**src/rtl/fprint_pkg.sv**
```systemverilog
// Shared types and constants for the fingerprint comparator / release controller.
package fprint_pkg;
  localparam int KEY_W = 4;
  localparam int CRC_W = 32;

  typedef enum logic [1:0] {
    IDLE    = 2'd0,
    COMPARE = 2'd1,
    FAULT   = 2'd2
  } state_t;

  localparam logic [1:0] FAULT_NONE     = 2'd0;
  localparam logic [1:0] FAULT_MISMATCH = 2'd1;
  localparam logic [1:0] FAULT_DUP      = 2'd2;
  localparam logic [1:0] FAULT_TIMEOUT  = 2'd3;
endpackage

```
**src/rtl/fprint_slot_table.sv**
```systemverilog
// Per-key fingerprint storage with independent A/B write ports and
// lowest-index encoders for complete and half-filled slots.
module fprint_slot_table
  import fprint_pkg::*;
#(
  parameter int NUM_KEYS = 16,
  parameter int CRC_W    = 32
) (
  input  logic             clk,
  input  logic             reset_n,
  input  logic             a_wr,
  input  logic [KEY_W-1:0] a_key,
  input  logic [CRC_W-1:0] a_crc,
  input  logic             b_wr,
  input  logic [KEY_W-1:0] b_key,
  input  logic [CRC_W-1:0] b_crc,
  input  logic             clr_en,
  input  logic [KEY_W-1:0] clr_key,
  input  logic             clr_all,
  input  logic [KEY_W-1:0] rd_key,
  output logic [CRC_W-1:0] rd_crc_a,
  output logic [CRC_W-1:0] rd_crc_b,
  output logic             a_dup,
  output logic             b_dup,
  output logic             both_any,
  output logic [KEY_W-1:0] both_idx,
  output logic             half_any,
  output logic [KEY_W-1:0] half_idx
);
  logic [NUM_KEYS-1:0] have_a, have_b;
  logic [NUM_KEYS-1:0] have_a_nxt, have_b_nxt;
  logic [NUM_KEYS-1:0] set_a, set_b, clr_mask;
  logic [NUM_KEYS-1:0] both_vec, half_vec;
  logic [CRC_W-1:0]    crc_a [NUM_KEYS];
  logic [CRC_W-1:0]    crc_b [NUM_KEYS];

  assign a_dup    = have_a[a_key];
  assign b_dup    = have_b[b_key];
  assign rd_crc_a = crc_a[rd_key];
  assign rd_crc_b = crc_b[rd_key];

  // A duplicate write leaves the stored CRC and have bit untouched.
  always_comb begin
    set_a    = '0;
    set_b    = '0;
    clr_mask = '0;
    if (a_wr && !a_dup) set_a[a_key] = 1'b1;
    if (b_wr && !b_dup) set_b[b_key] = 1'b1;
    if (clr_all)     clr_mask          = '1;
    else if (clr_en) clr_mask[clr_key] = 1'b1;
    have_a_nxt = (have_a | set_a) & ~clr_mask;
    have_b_nxt = (have_b | set_b) & ~clr_mask;
  end

  always_ff @(posedge clk or negedge reset_n) begin
    if (!reset_n) begin
      have_a <= '0;
      have_b <= '0;
    end else begin
      have_a <= have_a_nxt;
      have_b <= have_b_nxt;
    end
  end

  always_ff @(posedge clk) begin
    for (int i = 0; i < NUM_KEYS; i++) begin
      if (set_a[i]) crc_a[i] <= a_crc;
      if (set_b[i]) crc_b[i] <= b_crc;
    end
  end

  // Completion is scanned on next-state bits so a slot finished this cycle
  // is compared on the very next one.
  assign both_vec = have_a_nxt & have_b_nxt;
  assign half_vec = have_a ^ have_b;

  always_comb begin
    both_any = 1'b0;
    both_idx = '0;
    half_any = 1'b0;
    half_idx = '0;
    for (int i = NUM_KEYS - 1; i >= 0; i--) begin
      if (both_vec[i]) begin
        both_any = 1'b1;
        both_idx = KEY_W'(i);
      end
      if (half_vec[i]) begin
        half_any = 1'b1;
        half_idx = KEY_W'(i);
      end
    end
  end
endmodule

```
**src/rtl/fprint_release_ctrl.sv**
```systemverilog
// Compares redundant core fingerprints per task key and releases matching
// keys to the PIO; mismatch, duplicate or stalled partner latch a fault.
module fprint_release_ctrl
  import fprint_pkg::*;
#(
  parameter int NUM_KEYS = 16,
  parameter int CRC_W    = 32,
  parameter int TIMEOUT  = 1024
) (
  input  logic             clk,
  input  logic             reset_n,
  input  logic             fp_a_valid,
  output logic             fp_a_ready,
  input  logic [KEY_W-1:0] fp_a_key,
  input  logic [CRC_W-1:0] fp_a_crc,
  input  logic             fp_b_valid,
  output logic             fp_b_ready,
  input  logic [KEY_W-1:0] fp_b_key,
  input  logic [CRC_W-1:0] fp_b_crc,
  output logic             io_release,
  output logic [KEY_W-1:0] io_key,
  output logic             fault_irq,
  output logic [1:0]       fault_code,
  output logic [KEY_W-1:0] fault_key,
  input  logic             irq_clear,
  output state_t           dbg_state
);
  localparam int WD_W = $clog2(TIMEOUT);
  localparam logic [WD_W-1:0] WD_LAST = WD_W'(TIMEOUT - 1);

  state_t           state, state_nxt;
  logic [KEY_W-1:0] cmp_key, cmp_key_nxt;
  logic [WD_W-1:0]  wd_cnt;
  logic             hs_a, hs_b, dup_a, dup_b, dup_hit, wd_hit;
  logic [KEY_W-1:0] dup_key;
  logic [CRC_W-1:0] rd_crc_a, rd_crc_b;
  logic             both_any, half_any;
  logic [KEY_W-1:0] both_idx, half_idx;
  logic             release_nxt, clr_en, clr_all, fault_set;
  logic [1:0]       fault_code_nxt;
  logic [KEY_W-1:0] fault_key_nxt;

  // Handshake: a fingerprint transfers in any cycle where valid && ready are
  // both high; ready depends only on the FSM state, never on valid.
  assign fp_a_ready = (state != FAULT);
  assign fp_b_ready = (state != FAULT);
  assign hs_a       = fp_a_valid && fp_a_ready;
  assign hs_b       = fp_b_valid && fp_b_ready;
  assign fault_irq  = (state == FAULT);
  assign dbg_state  = state;

  fprint_slot_table #(.NUM_KEYS(NUM_KEYS), .CRC_W(CRC_W)) u_slots (
    .clk      (clk),
    .reset_n  (reset_n),
    .a_wr     (hs_a),
    .a_key    (fp_a_key),
    .a_crc    (fp_a_crc),
    .b_wr     (hs_b),
    .b_key    (fp_b_key),
    .b_crc    (fp_b_crc),
    .clr_en   (clr_en),
    .clr_key  (cmp_key),
    .clr_all  (clr_all),
    .rd_key   (cmp_key),
    .rd_crc_a (rd_crc_a),
    .rd_crc_b (rd_crc_b),
    .a_dup    (dup_a),
    .b_dup    (dup_b),
    .both_any (both_any),
    .both_idx (both_idx),
    .half_any (half_any),
    .half_idx (half_idx)
  );

  assign dup_hit = (hs_a && dup_a) || (hs_b && dup_b);
  assign dup_key = (hs_a && dup_a) ? fp_a_key : fp_b_key;
  assign wd_hit  = half_any && (wd_cnt == WD_LAST);

  always_comb begin
    state_nxt      = state;
    cmp_key_nxt    = cmp_key;
    release_nxt    = 1'b0;
    clr_en         = 1'b0;
    clr_all        = 1'b0;
    fault_set      = 1'b0;
    fault_code_nxt = FAULT_NONE;
    fault_key_nxt  = '0;
    case (state)
      IDLE: begin
        if (dup_hit) begin
          fault_set = 1'b1; fault_code_nxt = FAULT_DUP; fault_key_nxt = dup_key;
        end else if (wd_hit) begin
          fault_set = 1'b1; fault_code_nxt = FAULT_TIMEOUT; fault_key_nxt = half_idx;
        end else if (both_any) begin
          state_nxt   = COMPARE;
          cmp_key_nxt = both_idx;
        end
      end
      COMPARE: begin
        // A fault raised in the compare cycle suppresses the release.
        if (rd_crc_a != rd_crc_b) begin
          fault_set = 1'b1; fault_code_nxt = FAULT_MISMATCH; fault_key_nxt = cmp_key;
        end else if (dup_hit) begin
          fault_set = 1'b1; fault_code_nxt = FAULT_DUP; fault_key_nxt = dup_key;
        end else if (wd_hit) begin
          fault_set = 1'b1; fault_code_nxt = FAULT_TIMEOUT; fault_key_nxt = half_idx;
        end else begin
          release_nxt = 1'b1;
          clr_en      = 1'b1;
          state_nxt   = IDLE;
        end
      end
      FAULT: begin
        if (irq_clear) begin
          clr_all   = 1'b1;
          state_nxt = IDLE;
        end
      end
      default: state_nxt = IDLE;
    endcase
    if (fault_set) state_nxt = FAULT;
  end

  always_ff @(posedge clk or negedge reset_n) begin
    if (!reset_n) begin
      state      <= IDLE;
      cmp_key    <= '0;
      io_release <= 1'b0;
      io_key     <= '0;
      fault_code <= FAULT_NONE;
      fault_key  <= '0;
    end else begin
      state      <= state_nxt;
      cmp_key    <= cmp_key_nxt;
      io_release <= release_nxt;
      if (release_nxt) io_key <= cmp_key;
      if (fault_set) begin
        fault_code <= fault_code_nxt;
        fault_key  <= fault_key_nxt;
      end else if (clr_all) begin
        fault_code <= FAULT_NONE;
        fault_key  <= '0;
      end
    end
  end

  // Watchdog is frozen while faulted so the recorded state stays inspectable.
  always_ff @(posedge clk or negedge reset_n) begin
    if (!reset_n) begin
      wd_cnt <= '0;
    end else if (state == FAULT) begin
      if (irq_clear) wd_cnt <= '0;
    end else if (release_nxt || !half_any) begin
      wd_cnt <= '0;
    end else if (wd_cnt != WD_LAST) begin
      wd_cnt <= wd_cnt + WD_W'(1);
    end
  end
endmodule

```
**config.mk**
```make
export PLATFORM = sky130hd
export DESIGN_NAME = fprint_release_ctrl
export DESIGN_NICKNAME = d
export VERILOG_FILES = /design/src/rtl/fprint_pkg.sv /design/src/rtl/fprint_slot_table.sv /design/src/rtl/fprint_release_ctrl.sv
export SDC_FILE = /design/constraint.sdc
export NUM_CORES = 1
export LEC_CHECK = 0
export CAP_MARGIN = 20
export CORE_UTILIZATION = 55
export CTS_CLUSTER_DIAMETER = 150
export DETAILED_ROUTE_END_ITERATION = 6
export PLACE_DENSITY = 0.72
export SLEW_MARGIN = 20
export SYNTH_ARGS = -nofsm -noshare
export SYNTH_HDL_FRONTEND = slang
export SYNTH_SLANG_ARGS = --single-unit
```
**constraint.sdc**
```tcl
create_clock -name clk -period 7.1 [get_ports clk]
set_clock_uncertainty 0.1 [all_clocks]
set_input_delay 0.71 -clock clk [delete_from_list [all_inputs] [get_ports clk]]
set_output_delay 0.71 -clock clk [all_outputs]
set_load 0.01 [all_outputs]
```
==> results.ini <==
[global_routing]
grt_pass1_wl_mm = 152
overall_track_demand_over_capacity_in_global_routing = 0.271
globalRoute.totalOverflow = 0
grt_pass1_vias = 22600
maximum_number_of_pins_on_one_net_before_global_route_repair = 70
antenna_found_initial = 9

[route]
drt_first_pass_iters = 6
avg_wl_per_cell_um = 30.9
m1WireLength_mm = 42.1
highest-signal-layer = met5
wl_met3_mm = 8.73
remaining_drc_errors = 0
drt_wl_total_mm = 104
drt_iter0_drc = 2674
antenna_left = 0
viasPerCell = 6.55
detailed_route_via_count = 22200
met2WireLength_mm = 50.1

[cts]
clock_tree.root_cell = sky130_fd_sc_hd__clkbuf_16
worst_setup_hold_path_clk_slew_ns = 0.06
postCtsHoldBufs = 0
clock_sinks = 1083
numCtsBuffers = 104
post_cts_resize_count = 0
cts.repair_timing.setup_buffer_count = 0
cts_buffer_depth = 3
cts_max_level = 3
cts_tree = yes
clk-insertion-delay-late_ns = 0.67

[worst_hold_path]
hp-class = in -> async

[place]
gp_congestion = 0.935
detailedPlace.worstSlack_ns = 1.34
place_hpwl_mm = 57.4
instance_area_after_placement_mm2 = 0.0452
place.port_buffers = 92

[yosys]
synth_top_cell_by_area = sky130_fd_sc_hd__edfxtp_1
synth_enable_flop_cells = 1024
yosysTopAreaCellShare = 0.721
combinational_family_with_the_most_area_after_synthesis = multiplexers
dominantRegCellSynth = sky130_fd_sc_hd__edfxtp_1
post_synth_instance_area_mm2 = 0.0427
number_of_library_cell_types_mapped_by_synthesis = 71
post_synth_and_or_nand_nor_area_fraction = 0.0402
synth-compound-area-share = 0.0376
synthMuxAreaShare = 0.141
synth_seq_cells = 1083
syn-instance-count = 2102
synth_nets = 2180
ys_async_sr_fraction = 0.0545
synthAdderAreaFrac = 0.000293
ys.warnings.count = 0
synth_xor_area_frac = 0.0117
synth_area_per_cell_um2 = 20.3
synth_seq_area_share = 0.755
synth.area.top_cells = sky130_fd_sc_hd__edfxtp_1 (72%), sky130_fd_sc_hd__mux4_2 (14%), sky130_fd_sc_hd__dfrtp_1 (3.5%), sky130_fd_sc_hd__a22oi_1 (2.0%), sky130_fd_sc_hd__nand2_1 (0.98%)

[pwr]
power_frac_clock = 0.315
switchingPower_mw = 5.01
internal-power_mw = 11.8
part_of_the_total_power_dissipated_in_sequential_elements = 0.444
cellPowerDensity_mw_per_mm2 = 347
static-leakage-power_nw = 15.3
sw_frac_of_total = 0.298
ir_drop_mv = 0.204
comb_power_share = 0.240

[final_layout]
final.fill_count = 5160
nNetsFinal = 2346
post_route_cells_drive_above_1_share = 0.227
flow.area_growth_from_synthesis_pct = 13.5
stdcell_area_mm2 = 0.0484

[floorplanning]
initial_utilization = 0.559
chipWidth_um = 281
std_cell_rows = 101
dieArea_mm2 = 0.0787
fp.coreArea_mm2 = 0.0763
die_height_um = 281
boundaryPins = 93

[job]
drv.max_cap_violation_count = 0

[critical_path]
setup.worst_path.class = reg -> reg
r2r_end = cmp_key[0]
kind_of_end_point_of_the_critical_path = flop
setup_slack_of_the_worst_register_to_register_path_ns = 1.29
reg2reg_depth = 13
timing.rr.start = cmp_key[1]
crit_arrival_ns = 6.25
crit_path_start_kind = flop
timing.critical_path.fanout_max = 46
cp_data_required_time_ns = 7.54

[timing]
grt_setup_unrepaired = no
finalSetupViolations = 0
max_clock_freq_mhz = 172
tightestPinTransition_ns = 0.936
slew_headroom = 0.375
timing.final.hold_violations = 0
layout_worst_path_cycle_share = 0.818
layout_setup_ws_ns = 1.29
min_period_ns = 5.81
totalNegativeSetupSlack_ns = 0
slew_viol_final = 0
holdWs_ns = 0.107

[run_status]
outcome = complete, no violations

## metrics by stage
step	instances	power, mW	utilization
4_1_cts	3382	16.9	0.634
3_3_place_gp	3192	11.6	0.592
6_report	3383	16.8	0.635
2_1_floorplan	2102	10.1	-
3_5_place_dp	3192	11.6	0.592
5_1_grt	3382	17.4	0.634
## Yosys cell counts (3+ instances only)
master                        n
sky130_fd_sc_hd__a21o_1       3
sky130_fd_sc_hd__xor2_1      42
sky130_fd_sc_hd__edfxtp_1  1024
sky130_fd_sc_hd__o221ai_1     4
sky130_fd_sc_hd__a22oi_1    112
sky130_fd_sc_hd__nor4_1       8
sky130_fd_sc_hd__mux4_2     264
sky130_fd_sc_hd__nor4b_1      3
sky130_fd_sc_hd__buf_6       15
sky130_fd_sc_hd__nand2b_1     7
sky130_fd_sc_hd__xnor2_1     15
sky130_fd_sc_hd__nor2b_1      6
sky130_fd_sc_hd__o211ai_1     5
sky130_fd_sc_hd__nor3_1      49
sky130_fd_sc_hd__or3_1        9
sky130_fd_sc_hd__nor2_1     105
sky130_fd_sc_hd__buf_1       12
sky130_fd_sc_hd__nand2_1    111
sky130_fd_sc_hd__buf_4        9
sky130_fd_sc_hd__and2_1       5
sky130_fd_sc_hd__buf_2       14
sky130_fd_sc_hd__nor3b_1      6
sky130_fd_sc_hd__nor4_2       4
sky130_fd_sc_hd__a21oi_1     15
sky130_fd_sc_hd__a221oi_1     9
sky130_fd_sc_hd__clkbuf_1    54
sky130_fd_sc_hd__a41oi_1      3
sky130_fd_sc_hd__o31a_1       5
sky130_fd_sc_hd__dfrtp_1     59
sky130_fd_sc_hd__inv_1        6
sky130_fd_sc_hd__a211oi_1     7
sky130_fd_sc_hd__a22o_1       8
sky130_fd_sc_hd__nand4_1     14
sky130_fd_sc_hd__mux2i_1      6
sky130_fd_sc_hd__nand3_1     13
sky130_fd_sc_hd__a31oi_1      8
sky130_fd_sc_hd__o21ai_0     20
## cells by family after synthesis
logic type                 count (synthesis)
AOI/OAI and AO/OA                        219
buffers and inverters                    112
DFF                                     1083
muxes                                    271
and+or+nand+nor                          359
adders and majority gates                  1
xor gates and xnor gates                  57
## per-layer routing
| metal | global-route usage | vias up |
|---|---|---|
| li1 | - | 9081 |
| met1 | 0.389 | 11800 |
| met2 | 0.425 | 1082 |
| met3 | 0.0490 | 190 |
| met4 | 0.0954 | 16 |
| met5 | 0 | - |
## layout make-up
cell class / count / area (um^2) / share of cell area
clock inverters: 63 / 495 / 0.0102
multi-input cells: 907 / 10100 / 0.208
flip-flops and latches: 1083 / 32200 / 0.666
inverters: 7 / 26.3 / 0.000543
well taps: 1030 / 1290 / 0.0266
clock buffers: 127 / 2770 / 0.0572
repair buffers: 165 / 1540 / 0.0318
diodes: 1 / 2.50 / 0.0000517
## state kept, by name, summed over array words and instances, names as in the netlist
name            cells
u_slots.crc_a     512
u_slots.have_a     16
cmp_key             4
fault_code          2
u_slots.have_b     16
wd_cnt             10
io_release          1
io_key              4
dbg_state           2
u_slots.crc_b     512
fault_key           4
## worst max-delay path: stages (launching register included)
cell and delay (ns):
sky130_fd_sc_hd__dfrtp_4 0.90, sky130_fd_sc_hd__buf_4 0.44, sky130_fd_sc_hd__buf_4 0.41, sky130_fd_sc_hd__mux4_2 0.37, sky130_fd_sc_hd__a22oi_1 0.20, sky130_fd_sc_hd__nand2_1 0.14, sky130_fd_sc_hd__xor2_1 0.19, sky130_fd_sc_hd__nor4_2 0.77
sky130_fd_sc_hd__and4_1 0.68, sky130_fd_sc_hd__nand3_1 0.21, sky130_fd_sc_hd__a221oi_1 0.53, sky130_fd_sc_hd__nand2_1 0.17, sky130_fd_sc_hd__o31a_1 0.34, sky130_fd_sc_hd__mux2i_1 0.14
## layout by cell type (no fill, tap or decap), types with 4 or more instances in the layout
cell / Yosys / routed
sky130_fd_sc_hd__edfxtp_1: 1024 / 1024
sky130_fd_sc_hd__mux4_2: 264 / 264
sky130_fd_sc_hd__a22oi_1: 112 / 112
sky130_fd_sc_hd__nand2_1: 111 / 111
sky130_fd_sc_hd__clkbuf_16: 0 / 107
sky130_fd_sc_hd__nor2_1: 105 / 96
sky130_fd_sc_hd__clkdlybuf4s50_1: 0 / 91
sky130_fd_sc_hd__buf_4: 9 / 67
sky130_fd_sc_hd__dfrtp_1: 59 / 57
sky130_fd_sc_hd__xor2_1: 42 / 42
sky130_fd_sc_hd__nor3_1: 49 / 36
sky130_fd_sc_hd__clkinv_1: 1 / 33
sky130_fd_sc_hd__o21ai_0: 20 / 20
sky130_fd_sc_hd__clkinv_2: 0 / 18
sky130_fd_sc_hd__clkbuf_1: 54 / 18
sky130_fd_sc_hd__xnor2_1: 15 / 15
sky130_fd_sc_hd__a21oi_1: 15 / 15
sky130_fd_sc_hd__nand4_1: 14 / 14
sky130_fd_sc_hd__nand3_1: 13 / 13
sky130_fd_sc_hd__nor3_2: 0 / 13
sky130_fd_sc_hd__nor4_2: 4 / 9
sky130_fd_sc_hd__nor2_4: 0 / 9
sky130_fd_sc_hd__or3_1: 9 / 9
sky130_fd_sc_hd__a221oi_1: 9 / 9
sky130_fd_sc_hd__a22o_1: 8 / 8
sky130_fd_sc_hd__a31oi_1: 8 / 8
sky130_fd_sc_hd__nand2b_1: 7 / 7
sky130_fd_sc_hd__a211oi_1: 7 / 7
sky130_fd_sc_hd__inv_1: 6 / 6
sky130_fd_sc_hd__mux2i_1: 6 / 6
sky130_fd_sc_hd__bufinv_16: 0 / 6
sky130_fd_sc_hd__buf_12: 0 / 6
sky130_fd_sc_hd__o31a_1: 5 / 5
sky130_fd_sc_hd__o211ai_1: 5 / 5
sky130_fd_sc_hd__nor2b_1: 6 / 4
sky130_fd_sc_hd__nor3b_2: 0 / 4
sky130_fd_sc_hd__and2_1: 5 / 4
sky130_fd_sc_hd__o221ai_1: 4 / 4
## power by group through the flow
stage          combinational, mW  clock (mW)  sequential [mW]
4_1_cts                     4.04        5.38             7.46
2_1_floorplan               2.65           0             7.48
5_1_grt                     4.31        5.60             7.48
6_report                    4.04        5.30             7.47
3_5_place_dp                4.01           0             7.59
3_3_place_gp                3.97           0             7.59
## worst max path at each step
stage                           start          to  slack, ns
after floorplan           fp_b_key[0]  cmp_key[0]       0.20
after global placement     cmp_key[1]  cmp_key[0]       1.41
after detailed placement  fp_a_key[0]  cmp_key[0]       1.34
after CTS                  cmp_key[1]  cmp_key[0]       1.40
after global routing       cmp_key[1]  cmp_key[1]       1.02
final                      cmp_key[1]  cmp_key[0]       1.29
Note: power is estimated with default switching activity, not from simulation.
